## src/rtl/cpu_defs.sv

```systemverilog
// Shared CPU definitions: opcode/func encodings, issue FSM states, ID/EX payload.
package cpu_defs;
   localparam int LINK_REG = 31;

   localparam logic [5:0] OP_RTYPE = 6'h00;
   localparam logic [5:0] OP_J     = 6'h02;
   localparam logic [5:0] OP_JAL   = 6'h03;
   localparam logic [5:0] OP_BEQ   = 6'h04;
   localparam logic [5:0] OP_BNE   = 6'h05;
   localparam logic [5:0] OP_ADDI  = 6'h08;
   localparam logic [5:0] OP_ADDIU = 6'h09;
   localparam logic [5:0] OP_ANDI  = 6'h0C;
   localparam logic [5:0] OP_ORI   = 6'h0D;
   localparam logic [5:0] OP_XORI  = 6'h0E;
   localparam logic [5:0] OP_LW    = 6'h23;
   localparam logic [5:0] OP_SW    = 6'h2B;
   localparam logic [5:0] FN_JR    = 6'h08;

   typedef enum logic {ISSUE = 1'b0, STALL = 1'b1} state_t;

   typedef struct packed {
      logic [31:0] first;
      logic [31:0] second;
      logic [5:0]  opcode;
      logic [5:0]  func;
      logic [4:0]  sa;
      logic [4:0]  dest;
      logic        reg_write;
      logic        mem_read;
      logic        mem_write;
      logic [31:0] store_data;
   } ex_op_t;

   // {reads rs, reads rt} for load-use detection
   function automatic logic [1:0] src_use(input logic [5:0] op);
      case (op)
         OP_RTYPE, OP_BEQ, OP_BNE, OP_SW:                         return 2'b11;
         OP_ADDI, OP_ADDIU, OP_ANDI, OP_ORI, OP_XORI, OP_LW:     return 2'b10;
         default:                                                 return 2'b00;
      endcase
   endfunction
endpackage

```

## src/rtl/decode_issue_stage_if.sv

```systemverilog
// Fetch, writeback, flush and ID/EX signals of the decode/issue stage.
interface decode_issue_stage_if;
   logic        if_valid;
   logic [31:0] if_instr;
   logic [31:0] if_pc;
   logic        if_ready;
   logic        wb_en;
   logic [4:0]  wb_addr;
   logic [31:0] wb_data;
   logic        flush;
   logic        ex_valid;
   logic        ex_ready;
   logic [31:0] ex_first_val;
   logic [31:0] ex_second_val;
   logic [5:0]  ex_opcode;
   logic [5:0]  ex_func;
   logic [4:0]  ex_sa;
   logic [4:0]  ex_dest;
   logic        ex_reg_write;
   logic        ex_mem_read;
   logic        ex_mem_write;
   logic [31:0] ex_store_data;

   modport master (
      output if_valid, if_instr, if_pc, wb_en, wb_addr, wb_data, flush, ex_ready,
      input  if_ready, ex_valid, ex_first_val, ex_second_val, ex_opcode, ex_func,
             ex_sa, ex_dest, ex_reg_write, ex_mem_read, ex_mem_write, ex_store_data
   );
   modport slave (
      input  if_valid, if_instr, if_pc, wb_en, wb_addr, wb_data, flush, ex_ready,
      output if_ready, ex_valid, ex_first_val, ex_second_val, ex_opcode, ex_func,
             ex_sa, ex_dest, ex_reg_write, ex_mem_read, ex_mem_write, ex_store_data
   );
endinterface

```

## src/rtl/decode_issue_stage_reg_file.sv

```systemverilog
// Two-read one-write register file; r0 reads zero, same-cycle write bypasses to reads.
module reg_file #(
   parameter  int NREGS = 32,
   localparam int AW    = $clog2(NREGS)
) (
   input  logic          clk,
   input  logic          rst_n,
   input  logic          wb_en,
   input  logic [AW-1:0] wb_addr,
   input  logic [31:0]   wb_data,
   input  logic [AW-1:0] ra_addr,
   input  logic [AW-1:0] rb_addr,
   output logic [31:0]   ra_data,
   output logic [31:0]   rb_data
);
   logic [NREGS-1:0][31:0] regs;

   always_ff @(posedge clk) begin
      if (!rst_n)
         regs <= '0;
      else if (wb_en && wb_addr != '0)
         regs[wb_addr] <= wb_data;
   end

   always_comb begin
      ra_data = regs[ra_addr];
      if (ra_addr == '0)
         ra_data = '0;
      else if (wb_en && wb_addr == ra_addr)
         ra_data = wb_data;
      rb_data = regs[rb_addr];
      if (rb_addr == '0)
         rb_data = '0;
      else if (wb_en && wb_addr == rb_addr)
         rb_data = wb_data;
   end
endmodule

```

## src/rtl/decode_issue_stage.sv

```systemverilog
// MIPS decode/issue stage: register read, operand select, load-use stall, ID/EX register.
module decode_issue_stage #(
   parameter int NREGS    = 32,
   parameter int LINK_REG = cpu_defs::LINK_REG
) (
   input logic                 clk,
   input logic                 rst_n,
   decode_issue_stage_if.slave bus
);
   import cpu_defs::*;

   logic [5:0]  op, func;
   logic [4:0]  rs, rt, rd, sa;
   logic [15:0] imm;
   logic [31:0] rs_val, rt_val;
   logic [1:0]  src;
   logic        hazard, if_ready, ex_valid;
   state_t      state, state_nxt;
   ex_op_t      dec, ex_q;

   assign op   = bus.if_instr[31:26];
   assign rs   = bus.if_instr[25:21];
   assign rt   = bus.if_instr[20:16];
   assign rd   = bus.if_instr[15:11];
   assign sa   = bus.if_instr[10:6];
   assign func = bus.if_instr[5:0];
   assign imm  = bus.if_instr[15:0];

   reg_file #(.NREGS(NREGS)) u_rf (
      .clk     (clk),
      .rst_n   (rst_n),
      .wb_en   (bus.wb_en),
      .wb_addr (bus.wb_addr),
      .wb_data (bus.wb_data),
      .ra_addr (rs),
      .rb_addr (rt),
      .ra_data (rs_val),
      .rb_data (rt_val)
   );

   assign src    = src_use(op);
   assign hazard = ex_valid && ex_q.mem_read && ex_q.dest != 5'd0 &&
                   ((src[1] && ex_q.dest == rs) || (src[0] && ex_q.dest == rt));

   always_comb begin
      dec            = '0;
      dec.opcode     = op;
      dec.func       = func;
      dec.sa         = sa;
      dec.first      = rs_val;
      dec.second     = rt_val;
      dec.store_data = rt_val;
      case (op)
         OP_RTYPE: begin
            dec.dest      = rd;
            dec.reg_write = (func != FN_JR);
         end
         OP_ADDI, OP_ADDIU: begin
            dec.second    = {{16{imm[15]}}, imm};
            dec.dest      = rt;
            dec.reg_write = 1'b1;
         end
         OP_ANDI, OP_ORI, OP_XORI: begin
            dec.second    = {16'h0, imm};
            dec.dest      = rt;
            dec.reg_write = 1'b1;
         end
         OP_LW: begin
            dec.second    = {{16{imm[15]}}, imm};
            dec.dest      = rt;
            dec.reg_write = 1'b1;
            dec.mem_read  = 1'b1;
         end
         OP_SW: begin
            dec.second    = {{16{imm[15]}}, imm};
            dec.mem_write = 1'b1;
         end
         OP_JAL: begin
            dec.first     = bus.if_pc + 32'd8;
            dec.second    = '0;
            dec.dest      = 5'(LINK_REG);
            dec.reg_write = 1'b1;
         end
         default: ;
      endcase
   end

   // A hazard whose load drains this same edge needs no STALL visit: the
   // bubble is issued directly and the consumer is accepted next cycle.
   always_comb begin
      state_nxt = state;
      if_ready  = 1'b0;
      case (state)
         ISSUE: begin
            if_ready = rst_n && (!ex_valid || bus.ex_ready) && !hazard && !bus.flush;
            if (!bus.flush && hazard && bus.if_valid && !bus.ex_ready)
               state_nxt = STALL;
         end
         STALL: begin
            if (bus.flush || bus.ex_ready)
               state_nxt = ISSUE;
         end
         default: state_nxt = ISSUE;
      endcase
   end

   always_ff @(posedge clk) begin
      if (!rst_n) begin
         state    <= ISSUE;
         ex_valid <= 1'b0;
         ex_q     <= '0;
      end else begin
         state <= state_nxt;
         if (bus.flush)
            ex_valid <= 1'b0;
         else if (bus.if_valid && if_ready) begin
            ex_valid <= 1'b1;
            ex_q     <= dec;
         end else if (bus.ex_ready)
            ex_valid <= 1'b0;
      end
   end

   assign bus.if_ready      = if_ready;
   assign bus.ex_valid      = ex_valid;
   assign bus.ex_first_val  = ex_q.first;
   assign bus.ex_second_val = ex_q.second;
   assign bus.ex_opcode     = ex_q.opcode;
   assign bus.ex_func       = ex_q.func;
   assign bus.ex_sa         = ex_q.sa;
   assign bus.ex_dest       = ex_q.dest;
   assign bus.ex_reg_write  = ex_q.reg_write;
   assign bus.ex_mem_read   = ex_q.mem_read;
   assign bus.ex_mem_write  = ex_q.mem_write;
   assign bus.ex_store_data = ex_q.store_data;
endmodule

```

## src/flat_wrapper.sv

```systemverilog
// flat-port wrapper written by rule: the top's interface ports become plain ports
module decode_issue_stage_flat import cpu_defs::*;
#(
   parameter int NREGS    = 32,
   parameter int LINK_REG = cpu_defs::LINK_REG
)
  (clk, rst_n, bus_if_valid, bus_if_instr, bus_if_pc, bus_wb_en, bus_wb_addr, bus_wb_data, bus_flush, bus_ex_ready, bus_if_ready, bus_ex_valid, bus_ex_first_val, bus_ex_second_val, bus_ex_opcode, bus_ex_func, bus_ex_sa, bus_ex_dest, bus_ex_reg_write, bus_ex_mem_read, bus_ex_mem_write, bus_ex_store_data);
  decode_issue_stage_if bus_i ();
  input logic clk;
  input logic rst_n;
  input wire logic [$bits(bus_i.if_valid)-1:0] bus_if_valid;
  input wire logic [$bits(bus_i.if_instr)-1:0] bus_if_instr;
  input wire logic [$bits(bus_i.if_pc)-1:0] bus_if_pc;
  input wire logic [$bits(bus_i.wb_en)-1:0] bus_wb_en;
  input wire logic [$bits(bus_i.wb_addr)-1:0] bus_wb_addr;
  input wire logic [$bits(bus_i.wb_data)-1:0] bus_wb_data;
  input wire logic [$bits(bus_i.flush)-1:0] bus_flush;
  input wire logic [$bits(bus_i.ex_ready)-1:0] bus_ex_ready;
  output wire logic [$bits(bus_i.if_ready)-1:0] bus_if_ready;
  output wire logic [$bits(bus_i.ex_valid)-1:0] bus_ex_valid;
  output wire logic [$bits(bus_i.ex_first_val)-1:0] bus_ex_first_val;
  output wire logic [$bits(bus_i.ex_second_val)-1:0] bus_ex_second_val;
  output wire logic [$bits(bus_i.ex_opcode)-1:0] bus_ex_opcode;
  output wire logic [$bits(bus_i.ex_func)-1:0] bus_ex_func;
  output wire logic [$bits(bus_i.ex_sa)-1:0] bus_ex_sa;
  output wire logic [$bits(bus_i.ex_dest)-1:0] bus_ex_dest;
  output wire logic [$bits(bus_i.ex_reg_write)-1:0] bus_ex_reg_write;
  output wire logic [$bits(bus_i.ex_mem_read)-1:0] bus_ex_mem_read;
  output wire logic [$bits(bus_i.ex_mem_write)-1:0] bus_ex_mem_write;
  output wire logic [$bits(bus_i.ex_store_data)-1:0] bus_ex_store_data;
  assign bus_i.if_valid = bus_if_valid;
  assign bus_i.if_instr = bus_if_instr;
  assign bus_i.if_pc = bus_if_pc;
  assign bus_i.wb_en = bus_wb_en;
  assign bus_i.wb_addr = bus_wb_addr;
  assign bus_i.wb_data = bus_wb_data;
  assign bus_i.flush = bus_flush;
  assign bus_i.ex_ready = bus_ex_ready;
  assign bus_if_ready = bus_i.if_ready;
  assign bus_ex_valid = bus_i.ex_valid;
  assign bus_ex_first_val = bus_i.ex_first_val;
  assign bus_ex_second_val = bus_i.ex_second_val;
  assign bus_ex_opcode = bus_i.ex_opcode;
  assign bus_ex_func = bus_i.ex_func;
  assign bus_ex_sa = bus_i.ex_sa;
  assign bus_ex_dest = bus_i.ex_dest;
  assign bus_ex_reg_write = bus_i.ex_reg_write;
  assign bus_ex_mem_read = bus_i.ex_mem_read;
  assign bus_ex_mem_write = bus_i.ex_mem_write;
  assign bus_ex_store_data = bus_i.ex_store_data;
  decode_issue_stage #(.NREGS(NREGS), .LINK_REG(LINK_REG)) u_core (.clk(clk), .rst_n(rst_n), .bus(bus_i));
endmodule
```

## config.mk

```make
export PLATFORM = sky130hd
export DESIGN_NAME = decode_issue_stage_flat
export DESIGN_NICKNAME = d
export VERILOG_FILES = /design/src/rtl/cpu_defs.sv /design/src/rtl/decode_issue_stage_if.sv /design/src/rtl/decode_issue_stage_reg_file.sv /design/src/rtl/decode_issue_stage.sv /design/src/flat_wrapper.sv
export SDC_FILE = /design/constraint.sdc
export NUM_CORES = 2
export LEC_CHECK = 0
export BUFFER_PORTS_ARGS = -buffer_cell sky130_fd_sc_hd__buf_2
export CORE_MARGIN = 4
export CORE_UTILIZATION = 30
export DETAILED_ROUTE_END_ITERATION = 10
export GPL_TIMING_DRIVEN = 1
export PLACE_DENSITY_LB_ADDON = 0.25
export SYNTH_ARGS = -nofsm -noshare
export SYNTH_HDL_FRONTEND = slang
export SYNTH_HIERARCHICAL = 1
export SYNTH_SLANG_ARGS = --single-unit
```

## constraint.sdc

```tcl
create_clock -name clk -period 3 [get_ports clk]
set_input_delay 0.3 -clock clk [delete_from_list [all_inputs] [get_ports clk]]
set_output_delay 0.3 -clock clk [all_outputs]
set_load 0.03 [all_outputs]
```

### Word level (Yosys, flattened, before mapping)

Cells that the tools add are included.

* register bits: 1147
* bits of input ports: 107
* output and inout bits: 123
* word-level logic and storage cells: 125

* add/subtract/negate cells: 1
* $lt $le $gt $ge: 4
* equal/unequal tests: 15
* mux-type cells: 23
* bitwise logic cells: 3
* reductions and logical operators: 35

Operator list (number)
* $bwmux 1024: 1
* $bmux 32 s5: 2
* $mux 32: 8
* $demux 32 s5: 1
* $pmux 32 s3: 1
* $add 32x4->32 const B: 1
* $eq 6x4->1 const B: 5
* $eq 5x5->1: 4
* $lt 5x6->1 const B: 3
* $pmux 6 s3: 1
* $logic_and 1x1->1: 16
* $eq 6x3->1 const B: 2
* $eq 6x6->1 const B: 2
* $logic_not 5->1: 2
* $reduce_bool 5->1: 2
* $reduce_or 4->1: 2
* $mux 1: 7
* $eq 6x2->1 const B: 1
* $logic_not 6->1: 1
* $ne 6x4->1 const B: 1
* $reduce_or 6->1: 1
* $ge 5x1->1 const B: 1
* $logic_not 1->1: 4
* $pmux 2 s2: 1
* other kinds (7): 11

### Logic depth before layout (Yosys ltp)

* word-level depth: 12
* depth in mapped cells: 13
* mapped depth without buffers: 9

### By module

The synthesis kept the hierarchy.

By module, submodules not included
* reg_file: instances 1, cells each 6024, area an instance 54726.2 sq um, sequential area each 20499.7 sq um
* decode_issue_stage: instances 1, cells each 728, area an instance 6379.9 sq um, sequential area each 2462.4 sq um

### Least setup slack after synthesis

No wires, ideal clock.

* path type: reg-to-output
* start: reg u_core.ex_q, in the netlist u_core/bus.ex_dest[0]
* end: out bus_if_ready
* arrival: 2.737 ns
* data required time: 2.700 ns
* setup slack: -0.037 ns
* cell stages (with the launch flop): 7
* buffers on the path: 1
* cells stage by stage: dfxtp_1 > or4_1 > o2111a_1 > o21ai_2 > clkbuf_1 > a21oi_1 > nor4_1

* longest elaborated chain between the ends: 8
* elaborated cells on any way between the ends: 12
* classes of those cells: 2 x eq/ne; 1 x mux; 9 x reduce/logical

RTL lines
* from (decl): RTL line decode_issue_stage.sv:19 `ex_op_t dec, ex_q;`
* from (signal assigned): RTL line decode_issue_stage.sv:111 `ex_q <= '0;`
* from (signal assigned): RTL line decode_issue_stage.sv:118 `ex_q <= dec;`
* $eq 5x5->1: RTL line decode_issue_stage.sv:43 `((src[1] && ex_q.dest == rs) || (src[0] && ex_q.dest == rt));`
* $logic_and 1x1->1: RTL line decode_issue_stage.sv:43
* $logic_or 1x1->1: RTL line decode_issue_stage.sv:43
* $logic_and 1x1->1 (*): RTL line decode_issue_stage.sv:42 `assign hazard = ex_valid && ex_q.mem_read && ex_q.dest != 5'd0 &&`
* $logic_not 1->1 (*): RTL line decode_issue_stage.sv:95 `if_ready = rst_n && (!ex_valid || bus.ex_ready) && !hazard && !bus.flush;`
* $logic_and 1x1->1 (*) (2 in series): RTL line decode_issue_stage.sv:95
* $mux 1 (*): RTL line decode_issue_stage.sv:93 `case (state)`
* to (decl): RTL line flat_wrapper.sv:19 `output wire logic [$bits(bus_i.if_ready)-1:0] bus_if_ready;`

Mark *: on every way between the ends. The rest lies on a longest branch, timed or not.

### Worst setup path after layout

* start: reg u_core/u_rf/regs[891] (netlist name)
* end: reg u_core.ex_q, in the netlist u_core/bus.ex_first_val[27]

* longest elaborated chain between the ends: 5

RTL lines
* from (decl): RTL line decode_issue_stage_reg_file.sv:16 `logic [NREGS-1:0][31:0] regs;`
* from (signal, indexed assignment): RTL line decode_issue_stage_reg_file.sv:22 `regs[wb_addr] <= wb_data;`
* $bmux 32 s5: RTL line decode_issue_stage_reg_file.sv:26 `ra_data = regs[ra_addr];`
* $mux 32 (implied by the code): RTL line decode_issue_stage_reg_file.sv:26
* $mux 32: RTL line decode_issue_stage_reg_file.sv:29 `else if (wb_en && wb_addr == ra_addr)`
* $mux 32: RTL line decode_issue_stage_reg_file.sv:27 `if (ra_addr == '0)`
* via u_core.rs_val[27]: RTL line decode_issue_stage.sv:15 `logic [31:0] rs_val, rt_val;`
* $mux 32: RTL line decode_issue_stage.sv:53 `case (op)`

The timed path passes the listed nets, and every way through them passes these cells. The select of a mux whose other input is x is not followed.
A chain may end at the register's enable or synchronous reset.

==> reports/qor.txt <==
LOGIC SYNTHESIS
------------------------------------------------------------------------------------------------------
Async set-reset flop share out of synthesis                                                         0%
Register bit count reported by yosys                                                              1147
Synth Area in Adders                                                                           0.0205%
Netlist cell types                                                                                  81
Share of the synthesized area in compound gates (AO/OA/AOI/OAI)                                  18.1%
Combinational family with the most area after synthesis                                   multiplexers
Area share of xor/xnor cells in the synthesized design                                          0.444%
Number of nets in the synthesized netlist                                                         6860
Cell area after synthesis                                                                    61100 µm²
Cell with the most instances after synthesis                                              sky130_fd_sc_hd__nand2_1
Yosys top cell by area                                                                    sky130_fd_sc_hd__dfxtp_1
Area fraction in and, or, nand and nor cells after synthesis                                     17.1%
Yosys warnings                                                                                       6
Synth Flop Type                                                                           sky130_fd_sc_hd__dfxtp_1
Number of flops mapped to enable cells by yosys                                                      0
Share of the synthesized area in the top cell type                                               37.6%
Portion of the post-synthesis area used by sequential elements                                   37.6%
Number of instances in the synthesized netlist                                                    6752
Most numerous cell types in the synthesized netlist                                       2178 x sky130_fd_sc_hd__nand2_1, 1147 x sky130_fd_sc_hd__dfxtp_1, 955 x sky130_fd_sc_hd__a21boi_0
Proportion of synthesized area in mux cells                                                      21.4%
Synth area leaders                                                                        sky130_fd_sc_hd__dfxtp_1 38%, sky130_fd_sc_hd__mux4_2 16%, sky130_fd_sc_hd__nand2_1 13%
Syn avg cell area                                                                             9.05 µm²

RUN
------------------------------------------------------------------------------------------------------
Number of maximum-capacitance violations                                                             0

DETAILED ROUTING
------------------------------------------------------------------------------------------------------
Via density per instance                                                                          5.76
DRC violations left                                                                                  0
Overall via count from detail_route                                                              56600
Routed met3 length                                                                            31500 µm
Number of nets with antenna violations after detailed routing                                        0
WL met2                                                                                      126000 µm
DR iter-0 viols                                                                                   7252
Met1 wire length                                                                             118000 µm
Top Layer Used                                                                                    met5
Routed len/inst                                                                                29.7 µm
Final Routed Wirelength                                                                      291000 µm
Pre-antenna DRT Iters                                                                                6

STA
------------------------------------------------------------------------------------------------------
Fin crit period                                                                                2.97 ns
Slew Viols, Final                                                                                    0
RSZ-0062 raised after global routing                                                             false
Final number of setup-violating endpoints                                                            0
Highest clock rate                                                                           0.337 GHz
Final Hold Fails                                                                                     0
Share of the cycle needed by the critical path after routing                                     98.9%
Worst slew slack as a fraction of its limit                                                      23.7%
Final worst slack                                                                            0.0344 ns
Worst clock skew                                                                             0.0372 ns
Transition at the pin with the smallest max-transition slack                                   1.14 ns

CTS
------------------------------------------------------------------------------------------------------
H-tree Lvls                                                                                          4
Post-CTS setup buffers                                                                               0
Cts bufs inserted                                                                                  137
Clock transition at the register clock pins on the worst setup and hold paths after CTS        0.06 ns
Clock tree from TritonCTS                                                                         done
Number of sinks on the clock net                                                                  1147
Clock insertion delay at the later pin of the skew report                                      0.79 ns
Worst-case clock buffer depth                                                                        3
Root buffer cell                                                                          sky130_fd_sc_hd__clkbuf_16

GLOBAL ROUTING
------------------------------------------------------------------------------------------------------
Number of global-route vias before repair                                                        53700
Aggregate global-route resource usage                                                            26.6%
Overflow left after global routing                                                                   0
Initial antenna violation count                                                                     28
Global-route wire length before repair                                                       407000 µm
Maximum number of pins on one net before global-route repair                                       210

WORST HOLD PATH
------------------------------------------------------------------------------------------------------
Worst min path class                                                                         in -> reg

FLOORPLAN
------------------------------------------------------------------------------------------------------
Initial cell density of the core                                                                 30.2%
Placeable core area                                                                         202000 µm²
Ports                                                                                              230
Die Span Y                                                                                      459 µm
Total number of placement rows                                                                     165
Die Outline Area                                                                            211000 µm²
Width of the die                                                                                459 µm

POWER
------------------------------------------------------------------------------------------------------
VDD IR max                                                                                    0.505 mV
Overall power consumption                                                                     36900 µW
Power per unit of standard cell area                                                        502 nW/µm²
Leak                                                                                         0.0256 µW

PLACE
------------------------------------------------------------------------------------------------------
Buffers added on ports                                                                             229
DP Cell Count                                                                                     9501
Final weighted congestion of routability-driven global placement                                 0.935
Standard cell area after detailed placement                                                  68400 µm²
Pre-CTS WS                                                                                   -0.323 ns
DP Wirelength                                                                                190000 µm

FINISH
------------------------------------------------------------------------------------------------------
Post-layout instance count excluding filler cells                                                 9813
Area growth, synth to finish                                                                     20.1%
Summed area of non-filler cells in the final layout                                          73400 µm²
Number of fill cells                                                                             20300
Proportion of layout cells with a drive suffix above 1                                           22.2%
Net count reported at finish                                                                      7125

STATUS
------------------------------------------------------------------------------------------------------
Outcome                                                                                   finished, final reports clean

CRITICAL PATH
------------------------------------------------------------------------------------------------------
Type of the setup path with the least slack                                                 reg -> reg
Flop2flop setup slack                                                                          0.03 ns
Crit. End Element                                                                                 flop
Cell at the slowest stage of the critical path                                            sky130_fd_sc_hd__nor3_1
Setup crit start kind                                                                             flop
Required @ worst endpoint                                                                      3.71 ns
Critical path fanouts, max                                                                           3
Critical Path AT                                                                               3.68 ns
Delay of the slowest cell on the worst path                                                    0.81 ns
Ordered cell list for the critical path                                                   mux4_2 > o22ai_1 > nor3_1 > nor3_1 > buf_4 > nor2_1 > buf_4 > o2111ai_1 > mux2i_1

-- metal layers --
metal | up-vias | global-route usage (%)
li1 | 24200 | -
met1 | 28200 | 34.9
met2 | 3358 | 40.0
met3 | 752 | 7.46
met4 | 8 | 13.1
met5 | - | 0
-- where the power goes --
part	internal, µW	leakage [µW]	total (µW)	switching, µW
Combinational	1610	0.0141	4480	2870
Clock	9650	0.00219	16800	7150
Sequential	15400	0.00926	15600	149
-- cell type report --
cell class	instances	area, µm²	area share [%]
diodes	25	62.6	0.0853
clock inverters	38	425	0.580
inverters	63	236	0.322
well taps	2672	3340	4.56
multi-input cells	4849	35200	47.9
clock buffers	200	4010	5.46
flip-flops and latches	1147	23000	31.3
repair buffers	819	7170	9.78
-- path summary, 6_finish.rpt --
check                                            start                                   endpoint  cells past startpoint
max                 u_core/u_rf/regs[891]$_SDFFE_PN0P_   u_core/bus.ex_first_val[27]$_SDFFE_PN0P_                      9
min                                      bus_if_pc[15]   u_core/bus.ex_first_val[15]$_SDFFE_PN0P_                      4
max reg2reg         u_core/u_rf/regs[891]$_SDFFE_PN0P_   u_core/bus.ex_first_val[27]$_SDFFE_PN0P_                      9
min reg2reg  u_core/bus.ex_store_data[29]$_SDFFE_PN0P_  u_core/bus.ex_store_data[29]$_SDFFE_PN0P_                      2
-- registers in the layout, indices dropped and copies added (netlist names) --
signal                    count
u_core/bus.ex_opcode          6
u_core/bus.ex_valid           1
u_core/bus.ex_mem_write       1
u_core/bus.ex_func            6
u_core/bus.ex_mem_read        1
u_core/bus.ex_store_data     32
u_core/bus.ex_reg_write       1
u_core/bus.ex_sa              5
u_core/bus.ex_dest            5
u_core/bus.ex_first_val      32
u_core/u_rf/regs           1024
u_core/bus.ex_second_val     32
u_core/state                  1
-- worst max-delay path: cells and delay by family (launching register included) --
family | cells | cell delay, ns
AO/OA/AOI/OAI | 2 | 0.21
buffers and inverters | 2 | 0.42
flip-flops | 1 | 0.37
multiplexers | 2 | 0.43
AND/OR/NAND/NOR | 3 | 1.47
-- kinds of logic (layout without fill, tap and decap cells) --
group | count (synthesis) | after routing
AO/OA/AOI/OAI | 1496 | 1496
XOR/XNOR | 31 | 31
adder cells (fa/ha/maj) | 1 | 1
buffers and inverters | 756 | 1120
flip-flops | 1147 | 1147
multiplexers | 746 | 746
other | 0 | 25
AND/OR/NAND/NOR | 2575 | 2575
-- per-stage QoR --
step | utilization, % | hold slack, ns | TNS (ns)
floorplan | - | 0.442 | 0
global placement | 33.8 | 0.441 | -3.20
detailed placement | 33.8 | 0.449 | -3.08
CTS | 36.2 | 0.000838 | 0
global route | 36.3 | 0.0282 | 0
finish | 36.3 | 0.0378 | 0
-- placed cells by master, fill, tap and decap left out, types with 17 or more instances in the layout --
master | Yosys | final
sky130_fd_sc_hd__buf_4 | 60 | 430
sky130_fd_sc_hd__nand3_1 | 40 | 40
sky130_fd_sc_hd__dlygate4sd3_1 | 0 | 49
sky130_fd_sc_hd__buf_2 | 102 | 221
sky130_fd_sc_hd__a21oi_1 | 72 | 72
sky130_fd_sc_hd__mux2i_1 | 235 | 235
sky130_fd_sc_hd__clkinv_2 | 0 | 20
sky130_fd_sc_hd__o221ai_1 | 19 | 19
sky130_fd_sc_hd__a21boi_0 | 955 | 955
sky130_fd_sc_hd__nor2_4 | 7 | 30
sky130_fd_sc_hd__o22ai_1 | 72 | 72
sky130_fd_sc_hd__inv_1 | 62 | 61
sky130_fd_sc_hd__dfxtp_1 | 1147 | 1146
sky130_fd_sc_hd__o21ai_0 | 51 | 51
sky130_fd_sc_hd__a22oi_1 | 78 | 78
sky130_fd_sc_hd__nor2_1 | 108 | 85
sky130_fd_sc_hd__buf_12 | 0 | 113
sky130_fd_sc_hd__mux2_2 | 62 | 62
sky130_fd_sc_hd__clkbuf_8 | 0 | 28
sky130_fd_sc_hd__a221oi_1 | 52 | 52
sky130_fd_sc_hd__a31oi_1 | 17 | 17
sky130_fd_sc_hd__mux4_2 | 443 | 443
sky130_fd_sc_hd__clkbuf_16 | 0 | 140
sky130_fd_sc_hd__nor3_1 | 54 | 53
sky130_fd_sc_hd__a21boi_1 | 37 | 37
sky130_fd_sc_hd__diode_2 | 0 | 25
sky130_fd_sc_hd__nand2_2 | 0 | 29
sky130_fd_sc_hd__and2_1 | 52 | 50
sky130_fd_sc_hd__nand2_1 | 2178 | 2149
sky130_fd_sc_hd__a211o_1 | 24 | 24
sky130_fd_sc_hd__a211oi_1 | 32 | 31
sky130_fd_sc_hd__clkbuf_1 | 483 | 32
-- repair_timing --
action,in CTS,in global routing
hold endpoints to repair,127,0
gates resized for setup,3,2
setup endpoints to repair,2,2
hold buffers,49,0
pin swaps,1,0
Power figures use the tool's default switching activity.
